File: src/rtl/sram_axi_bridge_pkg.sv
// Shared encodings for sram_axi_bridge: read/write FSM states and AXI constants.
package bridge_pkg;

    typedef enum logic [1:0] {
        R_IDLE = 2'd0,
        R_AR   = 2'd1,
        R_R    = 2'd2
    } rd_state_e;

    typedef enum logic [1:0] {
        W_IDLE = 2'd0,
        W_AWW  = 2'd1,
        W_B    = 2'd2
    } wr_state_e;

    localparam logic [1:0] AXI_BURST_INCR = 2'b01;
    localparam logic [7:0] AXI_LEN_SINGLE = 8'd0;

    function automatic logic [2:0] size_to_axsize(input logic [1:0] size);
        return {1'b0, size};
    endfunction

endpackage

File: src/rtl/sram_axi_bridge_rr_arbiter.sv
// One-hot request arbiter; round-robin when SRAM_AXI_BRIDGE_RR_ARB_EN is defined,
// otherwise fixed priority with the lowest index winning.
module rr_arbiter #(
    parameter int NUM_CH = 2
) (
    input  logic              clk,
    input  logic              reset,
    input  logic [NUM_CH-1:0] req_i,
    output logic [NUM_CH-1:0] grant_o,
    input  logic              advance_i
);

`ifdef SRAM_AXI_BRIDGE_RR_ARB_EN
    localparam int PTR_W = (NUM_CH > 1) ? $clog2(NUM_CH) : 1;

    logic [PTR_W-1:0] ptr_q, ptr_d;
    logic             found;
    int               idx;

    // Search starts at the pointer; the pointer moves past the winner only on acceptance.
    always_comb begin
        grant_o = '0;
        ptr_d   = ptr_q;
        found   = 1'b0;
        idx     = 0;
        for (int k = 0; k < NUM_CH; k++) begin
            idx = (int'(ptr_q) + k) % NUM_CH;
            if (!found && req_i[idx]) begin
                grant_o[idx] = 1'b1;
                found        = 1'b1;
                if (advance_i) begin
                    ptr_d = PTR_W'((idx + 1) % NUM_CH);
                end
            end
        end
    end

    always_ff @(posedge clk or posedge reset) begin
        if (reset) begin
            ptr_q <= '0;
        end else begin
            ptr_q <= ptr_d;
        end
    end
`else
    logic found;
    logic unused_ok;

    always_comb begin
        grant_o = '0;
        found   = 1'b0;
        for (int k = 0; k < NUM_CH; k++) begin
            if (!found && req_i[k]) begin
                grant_o[k] = 1'b1;
                found      = 1'b1;
            end
        end
    end

    assign unused_ok = ^{clk, reset, advance_i};
`endif

endmodule

File: src/rtl/sram_axi_bridge.sv
// Bridges NUM_CH SRAM-like channels onto one AXI4 master with independent read and
// write paths. Optional round-robin arbitration: define SRAM_AXI_BRIDGE_RR_ARB_EN.
module sram_axi_bridge
    import bridge_pkg::*;
#(
    parameter int NUM_CH = 2,
    parameter int ADDR_W = 32,
    parameter int DATA_W = 32,
    parameter int ID_W   = 4
) (
    input  logic                         clk,
    input  logic                         reset,

    input  logic [NUM_CH-1:0]            ch_req,
    input  logic [NUM_CH-1:0]            ch_wr,
    input  logic [2*NUM_CH-1:0]          ch_size,
    input  logic [ADDR_W*NUM_CH-1:0]     ch_addr,
    input  logic [DATA_W*NUM_CH-1:0]     ch_wdata,
    input  logic [(DATA_W/8)*NUM_CH-1:0] ch_wstrb,
    output logic [NUM_CH-1:0]            ch_addr_ok,
    output logic [NUM_CH-1:0]            ch_data_ok,
    output logic [DATA_W-1:0]            ch_rdata,

    output logic [ID_W-1:0]              arid,
    output logic [ADDR_W-1:0]            araddr,
    output logic [7:0]                   arlen,
    output logic [2:0]                   arsize,
    output logic [1:0]                   arburst,
    output logic                         arlock,
    output logic [3:0]                   arcache,
    output logic [2:0]                   arprot,
    output logic [3:0]                   arqos,
    output logic                         arvalid,
    input  logic                         arready,

    input  logic [ID_W-1:0]              rid,
    input  logic [DATA_W-1:0]            rdata,
    input  logic [1:0]                   rresp,
    input  logic                         rlast,
    input  logic                         rvalid,
    output logic                         rready,

    output logic [ID_W-1:0]              awid,
    output logic [ADDR_W-1:0]            awaddr,
    output logic [7:0]                   awlen,
    output logic [2:0]                   awsize,
    output logic [1:0]                   awburst,
    output logic                         awlock,
    output logic [3:0]                   awcache,
    output logic [2:0]                   awprot,
    output logic [3:0]                   awqos,
    output logic                         awvalid,
    input  logic                         awready,

    output logic [DATA_W-1:0]            wdata,
    output logic [DATA_W/8-1:0]          wstrb,
    output logic                         wlast,
    output logic                         wvalid,
    input  logic                         wready,

    input  logic [ID_W-1:0]              bid,
    input  logic [1:0]                   bresp,
    input  logic                         bvalid,
    output logic                         bready
);

    localparam int STRB_W = DATA_W / 8;
    localparam int IDX_W  = (NUM_CH > 1) ? $clog2(NUM_CH) : 1;

    rd_state_e           rd_state_q, rd_state_d;
    wr_state_e           wr_state_q, wr_state_d;
    logic                awvalid_q, awvalid_d;
    logic                wvalid_q, wvalid_d;

    logic [ADDR_W-1:0]   rd_addr_q, wr_addr_q;
    logic [1:0]          rd_size_q, wr_size_q;
    logic [IDX_W-1:0]    rd_owner_q, wr_owner_q;
    logic [DATA_W-1:0]   wr_data_q;
    logic [STRB_W-1:0]   wr_strb_q;

    logic [NUM_CH-1:0]   rd_req, wr_req, rd_gnt, wr_gnt;
    logic [IDX_W-1:0]    rd_gnt_idx, wr_gnt_idx;
    logic                rd_accept, wr_accept;
    logic                unused_ok;

    // A read hitting the word of an in-flight write is held off until that write retires.
    always_comb begin
        rd_req = '0;
        wr_req = '0;
        for (int i = 0; i < NUM_CH; i++) begin
            wr_req[i] = ch_req[i] & ch_wr[i];
            rd_req[i] = ch_req[i] & ~ch_wr[i] &
                        ~((wr_state_q != W_IDLE) &&
                          (ch_addr[i*ADDR_W+2 +: ADDR_W-2] == wr_addr_q[ADDR_W-1:2]));
        end
    end

    assign rd_accept = (rd_state_q == R_IDLE) && (|rd_req);
    assign wr_accept = (wr_state_q == W_IDLE) && (|wr_req);

    rr_arbiter #(.NUM_CH(NUM_CH)) u_rd_arb (
        .clk       (clk),
        .reset     (reset),
        .req_i     (rd_req),
        .grant_o   (rd_gnt),
        .advance_i (rd_accept)
    );

    rr_arbiter #(.NUM_CH(NUM_CH)) u_wr_arb (
        .clk       (clk),
        .reset     (reset),
        .req_i     (wr_req),
        .grant_o   (wr_gnt),
        .advance_i (wr_accept)
    );

    always_comb begin
        rd_gnt_idx = '0;
        wr_gnt_idx = '0;
        for (int i = 0; i < NUM_CH; i++) begin
            if (rd_gnt[i]) rd_gnt_idx = IDX_W'(i);
            if (wr_gnt[i]) wr_gnt_idx = IDX_W'(i);
        end
    end

    always_comb begin
        rd_state_d = rd_state_q;
        case (rd_state_q)
            R_IDLE:  if (rd_accept) rd_state_d = R_AR;
            R_AR:    if (arready)   rd_state_d = R_R;
            R_R:     if (rvalid)    rd_state_d = R_IDLE;
            default:                rd_state_d = R_IDLE;
        endcase
    end

    // AW and W retire independently; B is entered only once neither is still pending.
    always_comb begin
        wr_state_d = wr_state_q;
        awvalid_d  = awvalid_q;
        wvalid_d   = wvalid_q;
        case (wr_state_q)
            W_IDLE: begin
                if (wr_accept) begin
                    wr_state_d = W_AWW;
                    awvalid_d  = 1'b1;
                    wvalid_d   = 1'b1;
                end
            end
            W_AWW: begin
                if (awready) awvalid_d = 1'b0;
                if (wready)  wvalid_d  = 1'b0;
                if (!awvalid_d && !wvalid_d) wr_state_d = W_B;
            end
            W_B: begin
                if (bvalid) wr_state_d = W_IDLE;
            end
            default: begin
                wr_state_d = W_IDLE;
                awvalid_d  = 1'b0;
                wvalid_d   = 1'b0;
            end
        endcase
    end

    always_comb begin
        ch_addr_ok = '0;
        ch_data_ok = '0;
        if (rd_state_q == R_IDLE) ch_addr_ok = ch_addr_ok | rd_gnt;
        if (wr_state_q == W_IDLE) ch_addr_ok = ch_addr_ok | wr_gnt;
        if ((rd_state_q == R_R) && rvalid) ch_data_ok[rd_owner_q] = 1'b1;
        if ((wr_state_q == W_B) && bvalid) ch_data_ok[wr_owner_q] = 1'b1;
    end

    always_ff @(posedge clk or posedge reset) begin
        if (reset) begin
            rd_state_q <= R_IDLE;
            wr_state_q <= W_IDLE;
            awvalid_q  <= 1'b0;
            wvalid_q   <= 1'b0;
        end else begin
            rd_state_q <= rd_state_d;
            wr_state_q <= wr_state_d;
            awvalid_q  <= awvalid_d;
            wvalid_q   <= wvalid_d;
        end
    end

    always_ff @(posedge clk) begin
        if (rd_accept) begin
            rd_addr_q  <= ch_addr[rd_gnt_idx*ADDR_W +: ADDR_W];
            rd_size_q  <= ch_size[rd_gnt_idx*2 +: 2];
            rd_owner_q <= rd_gnt_idx;
        end
        if (wr_accept) begin
            wr_addr_q  <= ch_addr[wr_gnt_idx*ADDR_W +: ADDR_W];
            wr_size_q  <= ch_size[wr_gnt_idx*2 +: 2];
            wr_data_q  <= ch_wdata[wr_gnt_idx*DATA_W +: DATA_W];
            wr_strb_q  <= ch_wstrb[wr_gnt_idx*STRB_W +: STRB_W];
            wr_owner_q <= wr_gnt_idx;
        end
    end

    assign ch_rdata = rdata;

    assign arid    = ID_W'(rd_owner_q);
    assign araddr  = rd_addr_q;
    assign arlen   = AXI_LEN_SINGLE;
    assign arsize  = size_to_axsize(rd_size_q);
    assign arburst = AXI_BURST_INCR;
    assign arlock  = 1'b0;
    assign arcache = 4'd0;
    assign arprot  = 3'd0;
    assign arqos   = 4'd0;
    assign arvalid = (rd_state_q == R_AR);
    assign rready  = (rd_state_q == R_R);

    assign awid    = ID_W'(wr_owner_q);
    assign awaddr  = wr_addr_q;
    assign awlen   = AXI_LEN_SINGLE;
    assign awsize  = size_to_axsize(wr_size_q);
    assign awburst = AXI_BURST_INCR;
    assign awlock  = 1'b0;
    assign awcache = 4'd0;
    assign awprot  = 3'd0;
    assign awqos   = 4'd0;
    assign awvalid = awvalid_q;
    assign wdata   = wr_data_q;
    assign wstrb   = wr_strb_q;
    assign wlast   = 1'b1;
    assign wvalid  = wvalid_q;
    assign bready  = (wr_state_q == W_B);

    assign unused_ok = ^{rid, rresp, rlast, bid, bresp};

endmodule

File: config.mk
export PLATFORM = sky130hd
export DESIGN_NAME = sram_axi_bridge
export DESIGN_NICKNAME = d
export VERILOG_FILES = /design/src/rtl/sram_axi_bridge_pkg.sv /design/src/rtl/sram_axi_bridge_rr_arbiter.sv /design/src/rtl/sram_axi_bridge.sv
export SDC_FILE = /design/constraint.sdc
export NUM_CORES = 1
export LEC_CHECK = 0
export ABC_AREA = 1
export BUFFER_PORTS_ARGS = -buffer_cell sky130_fd_sc_hd__buf_2
export CAP_MARGIN = 20
export CORE_AREA = 4 4 151 153
export CTS_CLUSTER_DIAMETER = 50
export DETAILED_ROUTE_END_ITERATION = 7
export DIE_AREA = 0 0 155 157
export REMOVE_ABC_BUFFERS = 1
export SLEW_MARGIN = 20
export SYNTH_ARGS = -nofsm -noshare
export SYNTH_HDL_FRONTEND = slang
export SYNTH_HIERARCHICAL = 1
export SYNTH_SLANG_ARGS = --single-unit
File: constraint.sdc
create_clock -name clk -period 2.4 [get_ports clk]
set_clock_uncertainty 0.1 [all_clocks]
set_input_delay 0.24 -clock clk [delete_from_list [all_inputs] [get_ports clk]]
set_output_delay 0.24 -clock clk [all_outputs]
set_load 0.02 [all_outputs]
* After elaboration in Yosys (flattened, before gate mapping)
Index checks and enable logic that the tools add are counted.
** Operators by class
- Order comparisons :: 4
- Equal/unequal tests :: 12
- Shifts and indexed selects :: 6
- Muxes and demuxes :: 29
- Bitwise logic cells :: 13
- Reduce and logical (&&, ||, !) cells :: 23
** Operator list (number)
- $shiftx A64 B7 Y32 :: 3
- $eq A30 B30 Y1 :: 2
- $mux W2 :: 10
- $mux W1 :: 13
- $pmux W2 S3 :: 2
- $logic_and A1 B1 Y1 :: 11
- $ne A2 B2 Y1 const B :: 4
- $shiftx A4 B3 Y2 :: 2
- $shiftx A8 B4 Y4 :: 1
- $and A1 B1 Y1 :: 6
- $pmux W1 S3 :: 2
- $reduce_and A3 Y1 :: 2
- $not A1 Y1 :: 5
- $eq A2 B1 Y1 const B :: 2
- $eq A2 B2 Y1 const B :: 2
- $logic_not A1 Y1 :: 4
- $logic_not A2 Y1 :: 2
- $lt A1 B2 Y1 const B :: 2
- $ne A2 B1 Y1 const B :: 2
- $or A2 B2 Y2 :: 2
- $reduce_or A2 Y1 :: 2
- $demux W1 S1 :: 2
- $ge A1 B1 Y1 const B :: 2
- $reduce_and A2 Y1 :: 1
- $reduce_bool A2 Y1 :: 1
** Storage, ports and cells
- Flip-flop bits (word level) :: 112
- Bits of input ports :: 196
- Output and inout port bits :: 200
- Logic and storage cells :: 99

* Logic depth before layout (Yosys ltp)
Gate-level depths: netlist (run 1).
- Word-level depth :: 11
- Mapped depth :: 18
- Mapped depth without buffers :: 15

* Cells and area by module
Netlist (run 1), hierarchy kept.
** By module, submodules not included
- sram_axi_bridge :: instances 1, cells each 847, area each 6615.1 um^2, sequential area each 3333.2 um^2
- rr_arbiter :: instances 2, cells each 3, area each 17.5 um^2, sequential area each 0.0 um^2

* Worst setup path after synthesis (run 1)
Ideal clock, no wire load.
- Kind :: register -> register
- Start :: register wr_state_q[0]
- End :: register wr_addr_q[0], in the netlist awaddr[0] (enable)
- Library setup time :: 425 ps
- Arrival time :: 2052 ps
- Required time :: 1875 ps
- Setup slack :: -177 ps
- Stages on the path, launching flop included :: 4
- Buffers on the path :: 0
- Period minus slack after synthesis :: 2577 ps
- Cells stage by stage :: dfrtp_1 > nor2_2 > nand2_1 > inv_1
** On the way
- Cells in the longest elaborated chain, start to end :: 2
** RTL lines
- start: declaration :: RTL line sram_axi_bridge.sv:71 : wr_state_e wr_state_q, wr_state_d;
- start signal: assignment :: RTL line sram_axi_bridge.sv:182 : wr_state_q <= wr_state_d;
- $logic_not A2 Y1 :: RTL line sram_axi_bridge.sv:99 : assign wr_accept = (wr_state_q == W_IDLE) && (|wr_req);
- $logic_and A1 B1 Y1 :: RTL line sram_axi_bridge.sv:99
- named net wr_accept :: RTL line sram_axi_bridge.sv:83 : logic rd_accept, wr_accept;
- end signal: assignment :: RTL line sram_axi_bridge.sv:195 : wr_addr_q <= ch_addr[wr_gnt_idx*ADDR_W +: ADDR_W];
- end: declaration :: RTL line sram_axi_bridge.sv:75 : logic [ADDR_W-1:0] rd_addr_q, wr_addr_q;
The timed path passes the listed nets, and every way through them passes these cells.
A chain may end at the register's enable or synchronous reset.

* Worst setup path after layout (run 1)
- Start :: register wr_addr_q[8], in the netlist awaddr[8]
- End :: output port ch_addr_ok[1]
** On the way
- Elaborated cells between the ends (all ways) :: 15
- Classes of those cells :: eq/ne: 2; mux: 4; bitwise: 5; reduce/logical: 4
** RTL lines
- $eq A30 B30 Y1 * :: RTL line sram_axi_bridge.sv:94 : (ch_addr[i*ADDR_W+2 +: ADDR_W-2] == wr_addr_q[ADDR_W-1:2]));
- $logic_and A1 B1 Y1 * :: RTL line sram_axi_bridge.sv:93 : ~((wr_state_q != W_IDLE) &&
- $not A1 Y1 * :: RTL line sram_axi_bridge.sv:93
- $and A1 B1 Y1 * :: RTL line sram_axi_bridge.sv:92 : rd_req[i] = ch_req[i] & ~ch_wr[i] &
- named net rd_req[1] :: RTL line sram_axi_bridge.sv:81 : logic [NUM_CH-1:0] rd_req, wr_req, rd_gnt, wr_gnt;
- $logic_and A1 B1 Y1 * :: RTL line sram_axi_bridge_rr_arbiter.sv:53 : if (!found && req_i[k]) begin
- $mux W1 * :: RTL line sram_axi_bridge_rr_arbiter.sv:53
- named net rd_gnt[1] :: RTL line sram_axi_bridge.sv:81
- $mux W2 * :: RTL line sram_axi_bridge.sv:168 : if (rd_state_q == R_IDLE) ch_addr_ok = ch_addr_ok | rd_gnt;
- $or A2 B2 Y2 :: RTL line sram_axi_bridge.sv:169 : if (wr_state_q == W_IDLE) ch_addr_ok = ch_addr_ok | wr_gnt;
- $mux W2 * :: RTL line sram_axi_bridge.sv:169
- end: declaration :: RTL line sram_axi_bridge.sv:20 : output logic [NUM_CH-1:0] ch_addr_ok,
Mark *: on every way through the listed nets, which the timed path passes. The rest lies on a longest branch.

==> qor.yml, run 1 <==
ys_seq_area_frac: 0.501
crit_required_ps: 2060
setup_tns_ps: 0
p_leak_nw: 4.34
multi_input_area_mm2: 0.00230
dpl.hpwl_um: 17200
p_int_w: 0.00414
syn_avg_cell_area_um2: 7.80
seq_area_mm2: 0.00333
via_count: 5801
end_kind: "output port"
rsz0062_at_grt: "true"
first_iter_violations: 253
critical_path_depth: 16
port_buffers: 265
fillers: 2242
drive_gt1_frac: 0.289
min_path_type: "in -> reg"
clk_latency_ps: 350
rows: 54
die_area_mm2: 0.0243
crit_start: "awaddr[8]$_DFFE_PP_"
grt_usage: 0.165
cts_sinks: 112
fin_crit_ps: 2390
crit_buf_inv: 5
drt_pass1_iterations: 6
crit_arrival_ps: 2050
top_usage_layer: "met2"
report.power.total_w: 0.00666
netSwitchingFraction: 0.379
avgRoutedWirePerCell_um: 15.8
clockRootBuffer: "clkbuf_16"
synthCells: 853
start_util: 0.309
use_met3: 0.0797
reg2reg_slack_ps: 150
crit_top_cell: "nand2_1"
p_switching_w: 0.00253
regToRegEndpoint: "araddr[31]$_DFFE_PP_"
r2r_start: "awaddr[8]$_DFFE_PP_"
comb_power_share: 0.347
htreeDepth: 3
slowest_stage: "edfxtp_1"
drc: 0
fin_hold_ws_ps: 44.1
via_per_inst: 4.21
final-setup-viol-count: 0
instances_no_fill: 1377
p_clk_frac: 0.222
area_delta_synth_final_pct: 26.0
grt_max_degree: 45
tightest_slew_ps: 578
max_freq_mhz: 418
worstRegToRegCells: 17
layout.nets: 1287
clockBufferDepth: 2
crit_family: "simple AND/OR/NAND/NOR gates"
synth_cell_types: 22
syn_area_mm2: 0.00665
slew_headroom: 0.614
path_max_fanout: 3
clkTransAtPathRegs_ps: 80
status: "finished clean"
final_cell_mix: "nand2_1, buf_2, inv_1, edfxtp_1, o21ai_0"
place_inst: 1347
gr-usage-met2: 0.271
cts_buffers: 9
ios: 396
synth-warning-count: 6
hold_violations: 0
die_y_um: 157
cts_tree: "yes"
gr-total-overflow: 0
drt-total-wl_um: 21800
antenna_found_initial: 2
ant_nets: 0
die_w_um: 155
use_met1: 0.199
slew_viol_final: 0
power_density_mw_per_mm2: 795
grt_pass1_vias: 5209
drv_cap: 0
max_stage_delay_ps: 370
place_congestion: 0.805
core-area_mm2: 0.0216
cp_cell_sequence: "buf_4 > buf_4 > nand2_1 > nand2_1 > nand2_1 > nor2_2 > nand2_2 > nor2_4 > nand2_2 > nand2_1 > inv_1 > inv_1 > nor2_4 > nand2_1 > o21ai_1 > buf_4"
crit_end: "ch_addr_ok[1]"
post-route-period-util: 0.998
irDropWorstVdd_mv: 0.287
worstSetupStartpointType: "flip-flop"
synth.ff_latch_count: 112
layout_commonest_cell: "nand2_1"
grt_pass1_wl_um: 30000
worst-setup-path-type: "reg -> out"
seqPwrFrac: 0.432
[area by class of cell]
class | count | area share
Clock buffer | 10 | 0.0273
Clock inverter | 6 | 0.00627
Inverter | 133 | 0.0597
Antenna cell | 1 | 0.000299
Sequential cell | 112 | 0.398
Timing Repair Buffer | 288 | 0.192
Multi-Input combinational cell | 547 | 0.274
Tap cell | 280 | 0.0418
[kinds of logic after synthesis]
kind of cell           Yosys count  share of synthesized area
AND/OR/NAND/NOR                404                      0.231
XOR/XNOR                        13                     0.0171
other                            2                    0.00113
AO/OA/AOI/OAI                   77                     0.0602
buffers and inverters          245                      0.189
flip-flops                     112                      0.501
[worst register-to-register path: cells and delay by family, from the launching register on]
kind	cells	cell delay (ps)
AND/OR/NAND/NOR	10	760
flip-flops	1	370
buffers and inverters	6	700
AO/OA/AOI/OAI	1	70
[repair_timing]
action,CTS,global route
hold endpoints to repair,7,0
gates resized for setup,11,5
setup endpoints to repair,2,13
pin swaps,9,12
hold buffers,3,0
buffers inserted,4,5
gates cloned,0,2
[power groups by stage]
stage	combinational (W)	sequential [W]	clock (W)
floorplan	0.000851	0.00336	0
global placement	0.00227	0.00291	0
detailed placement	0.00227	0.00292	0
CTS	0.00232	0.00288	0.00153
global route	0.00254	0.00292	0.00160
finish	0.00231	0.00288	0.00148
[stage by stage]
step / util / worst slack, ps / cell area [um2]
6_report: 0.389 / 5.03 / 8380
5_1_grt: 0.389 / -160 / 8380
4_1_cts: 0.384 / -66.2 / 8280
3_5_place_dp: 0.367 / 109 / 7910
3_3_place_gp: 0.367 / 148 / 7910
2_1_floorplan: - / -1440 / 6080
[registers in the layout, indices dropped and copies added (netlist names)]
signal,flops
awvalid,1
wr_state_q,2
wvalid,1
araddr,32
awaddr,32
wr_owner_q,1
wstrb,4
wdata,32
rd_state_q,2
rd_size_q,2
rd_owner_q,1
wr_size_q,2
[worst min path at each step]
stage / from / endpoint / slack, ps / cells past startpoint
after global placement: reset / awvalid$_DFFE_PP0P_ / 70 / 2
after floorplan: reset / awvalid$_DFFE_PP0P_ / -70 / 1
final: arready / rd_state_q[0]$_DFFE_PP0P_ / 40 / 4
after CTS: ch_wdata[17] / wdata[17]$_DFFE_PP_ / 20 / 3
after global routing: ch_wdata[17] / wdata[17]$_DFFE_PP_ / 30 / 3
after detailed placement: reset / awvalid$_DFFE_PP0P_ / 80 / 2
[layer usage]
layer	part of all wire	routed length, um
met1	0.40	8710
met2	0.46	10000
met3	0.12	2700
met4	0.0080	175
met5	0.0067	146
[Yosys cell counts (all sizes together)]
cell type / count / area (um2)
a22o: 1 / 8.76
a31oi: 1 / 6.26
buf: 94 / 693
clkbuf: 18 / 67.6
conb: 2 / 7.51
dfrtp: 6 / 150
edfxtp: 106 / 3180
inv: 133 / 499
nand2: 360 / 1350
nand3: 6 / 30.0
nand4: 1 / 6.26
nor2: 36 / 143
nor3: 1 / 5.00
o211ai: 2 / 15.0
o21ai: 70 / 350
o22ai: 2 / 12.5
o31ai: 1 / 7.51
xnor2: 11 / 96.3
xor2: 2 / 17.5
(Power assumes the default switching activity.)
==> inputs of run 2 (changes only) <==
CORE_AREA = 4 4 152 154   (was 4 4 151 153)
DIE_AREA = 0 0 156 158   (was 0 0 155 157)
clock period = 2.3 ns   (was 2.4 ns; I/O delays follow)
==> run 2 against run 1 <==
  * The flow now finishes with violations (setup timing)
  * Register-to-register slack got worse by 230 ps
  * Via count rose by 2.5%
  * Hold slack got worse by 14 ps
  * Flip-flop and latch count unchanged
  * Die area is 1.3% higher
  * Largest cell class unchanged
  * Largest power group unchanged
==> qor.yml, run 2 (synthesized netlist as in run 1, its figures left out) <==
status: "finished, violations left"
violations: "setup timing"
rows: 54
die_area_mm2: 0.0246
irDropWorstVdd_mv: 0.375
die_y_um: 158
first_iter_violations: 343
slowest_stage: "edfxtp_1"
via_count: 5948
ios: 396
htreeDepth: 3
port_buffers: 265
clockRootBuffer: "clkbuf_16"
die_w_um: 156
dpl_cell_area_mm2: 0.00800
area_delta_synth_final_pct: 33.7
cp_cell_sequence: "xnor2_1 > nand2_1 > nor2_2 > nand2_1 > nor2_2 > nand2_1 > nand2_2 > inv_2 > buf_6 > a22o_1 > buf_6"
clockBufferDepth: 2
ant_nets: 0
layout_commonest_cell: "nand2_1"
max_stage_delay_ps: 450
reg2reg_slack_ps: -80
fin_crit_ps: 2380
start_util: 0.307
drt-total-wl_um: 23000
fillers: 2214
crit_family: "simple AND/OR/NAND/NOR gates"
place_congestion: 0.785
tightest_slew_ps: 607
p_leak_nw: 4.57
diodes: 0
drive_gt1_frac: 0.334
drt_pass1_iterations: 5
crit_top_cell: "nand2_1"
layout.nets: 1313
crit_arrival_ps: 2050
cts_buffers: 9
gr-total-overflow: 0
crit_required_ps: 1970
grt_max_degree: 106
dpl.hpwl_um: 17200
grt_pass1_vias: 5378
rsz0062_at_grt: "true"
min_path_type: "in -> reg"
end_kind: "output port"
core-area_mm2: 0.0217
crit_buf_inv: 3
power_density_mw_per_mm2: 832
drv_cap: 0
post-route-period-util: 1.04
final_cell_mix: "nand2_1, buf_2, inv_1, edfxtp_1, conb_1"
avgRoutedWirePerCell_um: 16.4
max_freq_mhz: 419
final-setup-viol-count: 22
grt_pass1_wl_um: 30500
worstSetupStartpointType: "flip-flop"
slew_headroom: 0.595
drc: 0
slew_viol_final: 0
clk_latency_ps: 360
hold_violations: 0
cts_sinks: 112
cts_tree: "yes"
antenna_found_initial: 0
worst-setup-path-type: "reg -> out"
path_max_fanout: 4
final.setup.worst_slack_ps: -84.5
clkTransAtPathRegs_ps: 80
finalInstanceArea_mm2: 0.00889
final_core_util: 0.410
via_per_inst: 4.24
grt_usage: 0.166
run 2: final cells by class:
class | instances | area (um2) | share of cell area
Clock buffer | 9 | 225 | 0.0253
Clock inverter | 7 | 111 | 0.0125
Inverter | 133 | 500 | 0.0563
Multi-Input combinational cell | 547 | 2390 | 0.269
Sequential cell | 112 | 3330 | 0.375
Tap cell | 280 | 350 | 0.0394
Timing Repair Buffer | 314 | 1980 | 0.223
run 2: path summary, 6_finish.rpt:
path                                 startpoint                         to  cells after the start
max                        awaddr[10]$_DFFE_PP_              ch_addr_ok[0]                     11
max reg2reg                awaddr[18]$_DFFE_PP_        araddr[1]$_DFFE_PP_                     18
min                                     arready  rd_state_q[0]$_DFFE_PP0P_                      4
min in group asynchronous                 reset  rd_state_q[1]$_DFFE_PP0P_                      3
min reg2reg                 awvalid$_DFFE_PP0P_        awvalid$_DFFE_PP0P_                      2
max in group asynchronous                 reset  wr_state_q[0]$_DFFE_PP0P_                      3
run 2: worst register-to-register path, stage by stage (launching register included):
cell and delay (ps):
edfxtp_1 450, inv_1 100, nand2_1 50, nand2_1 70, nand2_1 80, nor2_2 140
nand2_2 80, nor2_4 130, nand2_2 70, nand2_2 70, inv_1 50, inv_2 60
nor2_4 40, buf_4 150, buf_12 140, buf_12 120, clkbuf_16 150, nand2_1 50
o21ai_0 70
run 2: metrics by stage:
step	worst slack, ps	instances	total power [W]	TNS, ps	hold WS, ps
floorplan	-1520	792	0.00440	-99860	-79.0
detailed placement	5.44	1360	0.00549	0	59.3
global placement	73.9	1360	0.00546	0	56.7
finish	-84.5	1402	0.00740	-461	29.9
CTS	-145	1382	0.00736	-276	5.70
global route	-240	1402	0.00782	-5290	23.9
run 2: per-layer routing:
layer | vias up | GRT usage | share of wire
met1 | 2599 | 0.205 | 0.41
met5 | - | 0.0317 | 0.0038
li1 | 3012 | - | -
met4 | 2 | 0.0375 | 0.011
met3 | 18 | 0.0727 | 0.12
met2 | 317 | 0.265 | 0.46
run 2: where the power goes:
part	switching, W	internal, W
Sequential	0.000195	0.00279
Combinational	0.00172	0.000894
Clock	0.000818	0.000983
Total	0.00273	0.00466
run 2: repair_timing:
| action | CTS | global route |
|---|---|---|
| resized for setup | 14 | 68 |
| endpoints found under the setup margin | 4 | 36 |
| buffers inserted | 3 | 11 |
| endpoints found under the hold margin | 7 | 0 |
| hold buffers | 3 | 0 |
| cloned | 0 | 9 |
| pin swaps | 10 | 16 |
==> inputs of run 3 (changes only) <==
CORE_AREA = 4 4 151 153   (was 4 4 152 154)
DIE_AREA = 0 0 155 157   (was 0 0 156 158)
clock period = 2.17 ns   (was 2.3 ns; I/O delays follow)
==> run 3 against run 2 <==
  * Largest power group unchanged
  * Clock power fell by 8%
  * Critical endpoint unchanged
  * The flow still finishes with violations (setup timing)
  * Wire length increased by 1.9%
  * Sequential share of layout area is 1.8 points lower
==> qor.yml, run 3 (synthesized netlist as in run 1, its figures left out) <==
fin_crit_ps: 2430
worst-setup-path-type: "reg -> out"
dpl.hpwl_um: 17400
drc: 0
layout_commonest_cell: "nand2_1"
min_path_type: "in -> reg"
finalInstanceArea_mm2: 0.00933
first_iter_violations: 305
seq_area_mm2: 0.00333
clockRootBuffer: "clkbuf_16"
cts_sinks: 112
rows: 54
irDropWorstVdd_mv: 0.319
clk_latency_ps: 360
place_inst: 1369
crit_required_ps: 1850
cp_cell_sequence: "buf_6 > xnor2_4 > nand2_1 > nor2_1 > nand2_1 > nor2_1 > nand2_1 > nand2_2 > inv_2 > buf_4 > a22o_1 > buf_6"
slowest_stage: "edfxtp_1"
die_w_um: 155
grt_usage: 0.178
crit_family: "simple AND/OR/NAND/NOR gates"
max_freq_mhz: 412
cts_tree: "yes"
max_stage_delay_ps: 440
report.power.total_w: 0.00793
cts_buffers: 9
reg2reg_slack_ps: -210
post-route-period-util: 1.12
grt_max_degree: 62
via_count: 6130
instances_no_fill: 1430
start_util: 0.309
ant_nets: 0
die_area_mm2: 0.0243
final.setup.worst_slack_ps: -256
drv_cap: 0
ios: 396
crit_top_cell: "nand2_1"
layout.nets: 1340
final_cell_mix: "nand2_1, buf_2, inv_1, edfxtp_1, conb_1"
fillers: 2213
hold_violations: 0
avgRoutedWirePerCell_um: 16.4
drt-total-wl_um: 23500
multi_input_area_mm2: 0.00259
slew_viol_final: 0
clockBufferDepth: 2
end_kind: "output port"
path_max_fanout: 2
place_congestion: 0.794
htreeDepth: 3
via_per_inst: 4.29
port_buffers: 265
grt_pass1_wl_um: 32400
clkTransAtPathRegs_ps: 70
drt_pass1_iterations: 4
worstSetupStartpointType: "flip-flop"
gr-total-overflow: 0
final_core_util: 0.433
die_y_um: 157
final-setup-viol-count: 60
crit_arrival_ps: 2110
status: "finished, violations left"
p_leak_nw: 4.79
fin_hold_ws_ps: 18.7
core-area_mm2: 0.0216
violations: "setup timing"
dpl_cell_area_mm2: 0.00810
grt_pass1_vias: 5714
antenna_found_initial: 2
drive_gt1_frac: 0.386
area_delta_synth_final_pct: 40.3
crit_buf_inv: 4
power_density_mw_per_mm2: 850
rsz0062_at_grt: "true"
run 3: worst register-to-register path, delay by kind of cell, from the launching register on:
family / cells / cell delay [ps]
flops: 1 / 440
simple gates: 10 / 680
buf+inv: 8 / 830
compound gates: 1 / 60
run 3: path summary, 6_finish.rpt:
kind                                 startpoint                        end  cells past startpoint
setup reg to reg           awaddr[24]$_DFFE_PP_       araddr[30]$_DFFE_PP_                     19
min in group asynchronous                 reset  rd_state_q[1]$_DFFE_PP0P_                      3
hold reg to reg              wvalid$_DFFE_PP0P_         wvalid$_DFFE_PP0P_                      2
hold / removal                          arready  rd_state_q[0]$_DFFE_PP0P_                      4
setup / recovery           awaddr[24]$_DFFE_PP_              ch_addr_ok[0]                     12
max in group asynchronous                 reset  wr_state_q[1]$_DFFE_PP0P_                      3
run 3: metrics by stage:
stage	worst slack, ps	TNS (ps)
5_1_grt	-374	-14540
3_3_place_gp	-84.7	-2180
4_1_cts	-297	-9540
3_5_place_dp	-115	-2480
2_1_floorplan	-1630	-126470
6_report	-256	-7220
run 3: power breakdown:
part	switching (W)	internal, W
logic	0.00194	0.00117
registers	0.000204	0.00295
clock network	0.000854	0.000808
total	0.00300	0.00493
run 3: repair_timing:
item,in CTS,in global routing
cloned,6,6
pin swaps,25,29
endpoints found under the hold margin,8,0
endpoints found under the setup margin,36,72
hold buffers,4,0
resized for setup,104,71
setup buffers,20,14
run 3: per-layer routing:
metal  vias to the layer above  wire [um]  GRT usage
met1                      2729       9400      0.214
li1                       3065          -          -
met2                       305      11100      0.291
met3                        27       2520     0.0773
met4                         4        377     0.0437
met5                         -         90     0.0337
run 3: area by class of cell:
type,instances,share of cell area
inverters,133,0.0550
clock inverters,7,0.00630
diodes,1,0.000268
repair buffers,341,0.242
clock buffers,9,0.0241
flip-flops and latches,112,0.357
multi-input cells,547,0.278
well taps,280,0.0375
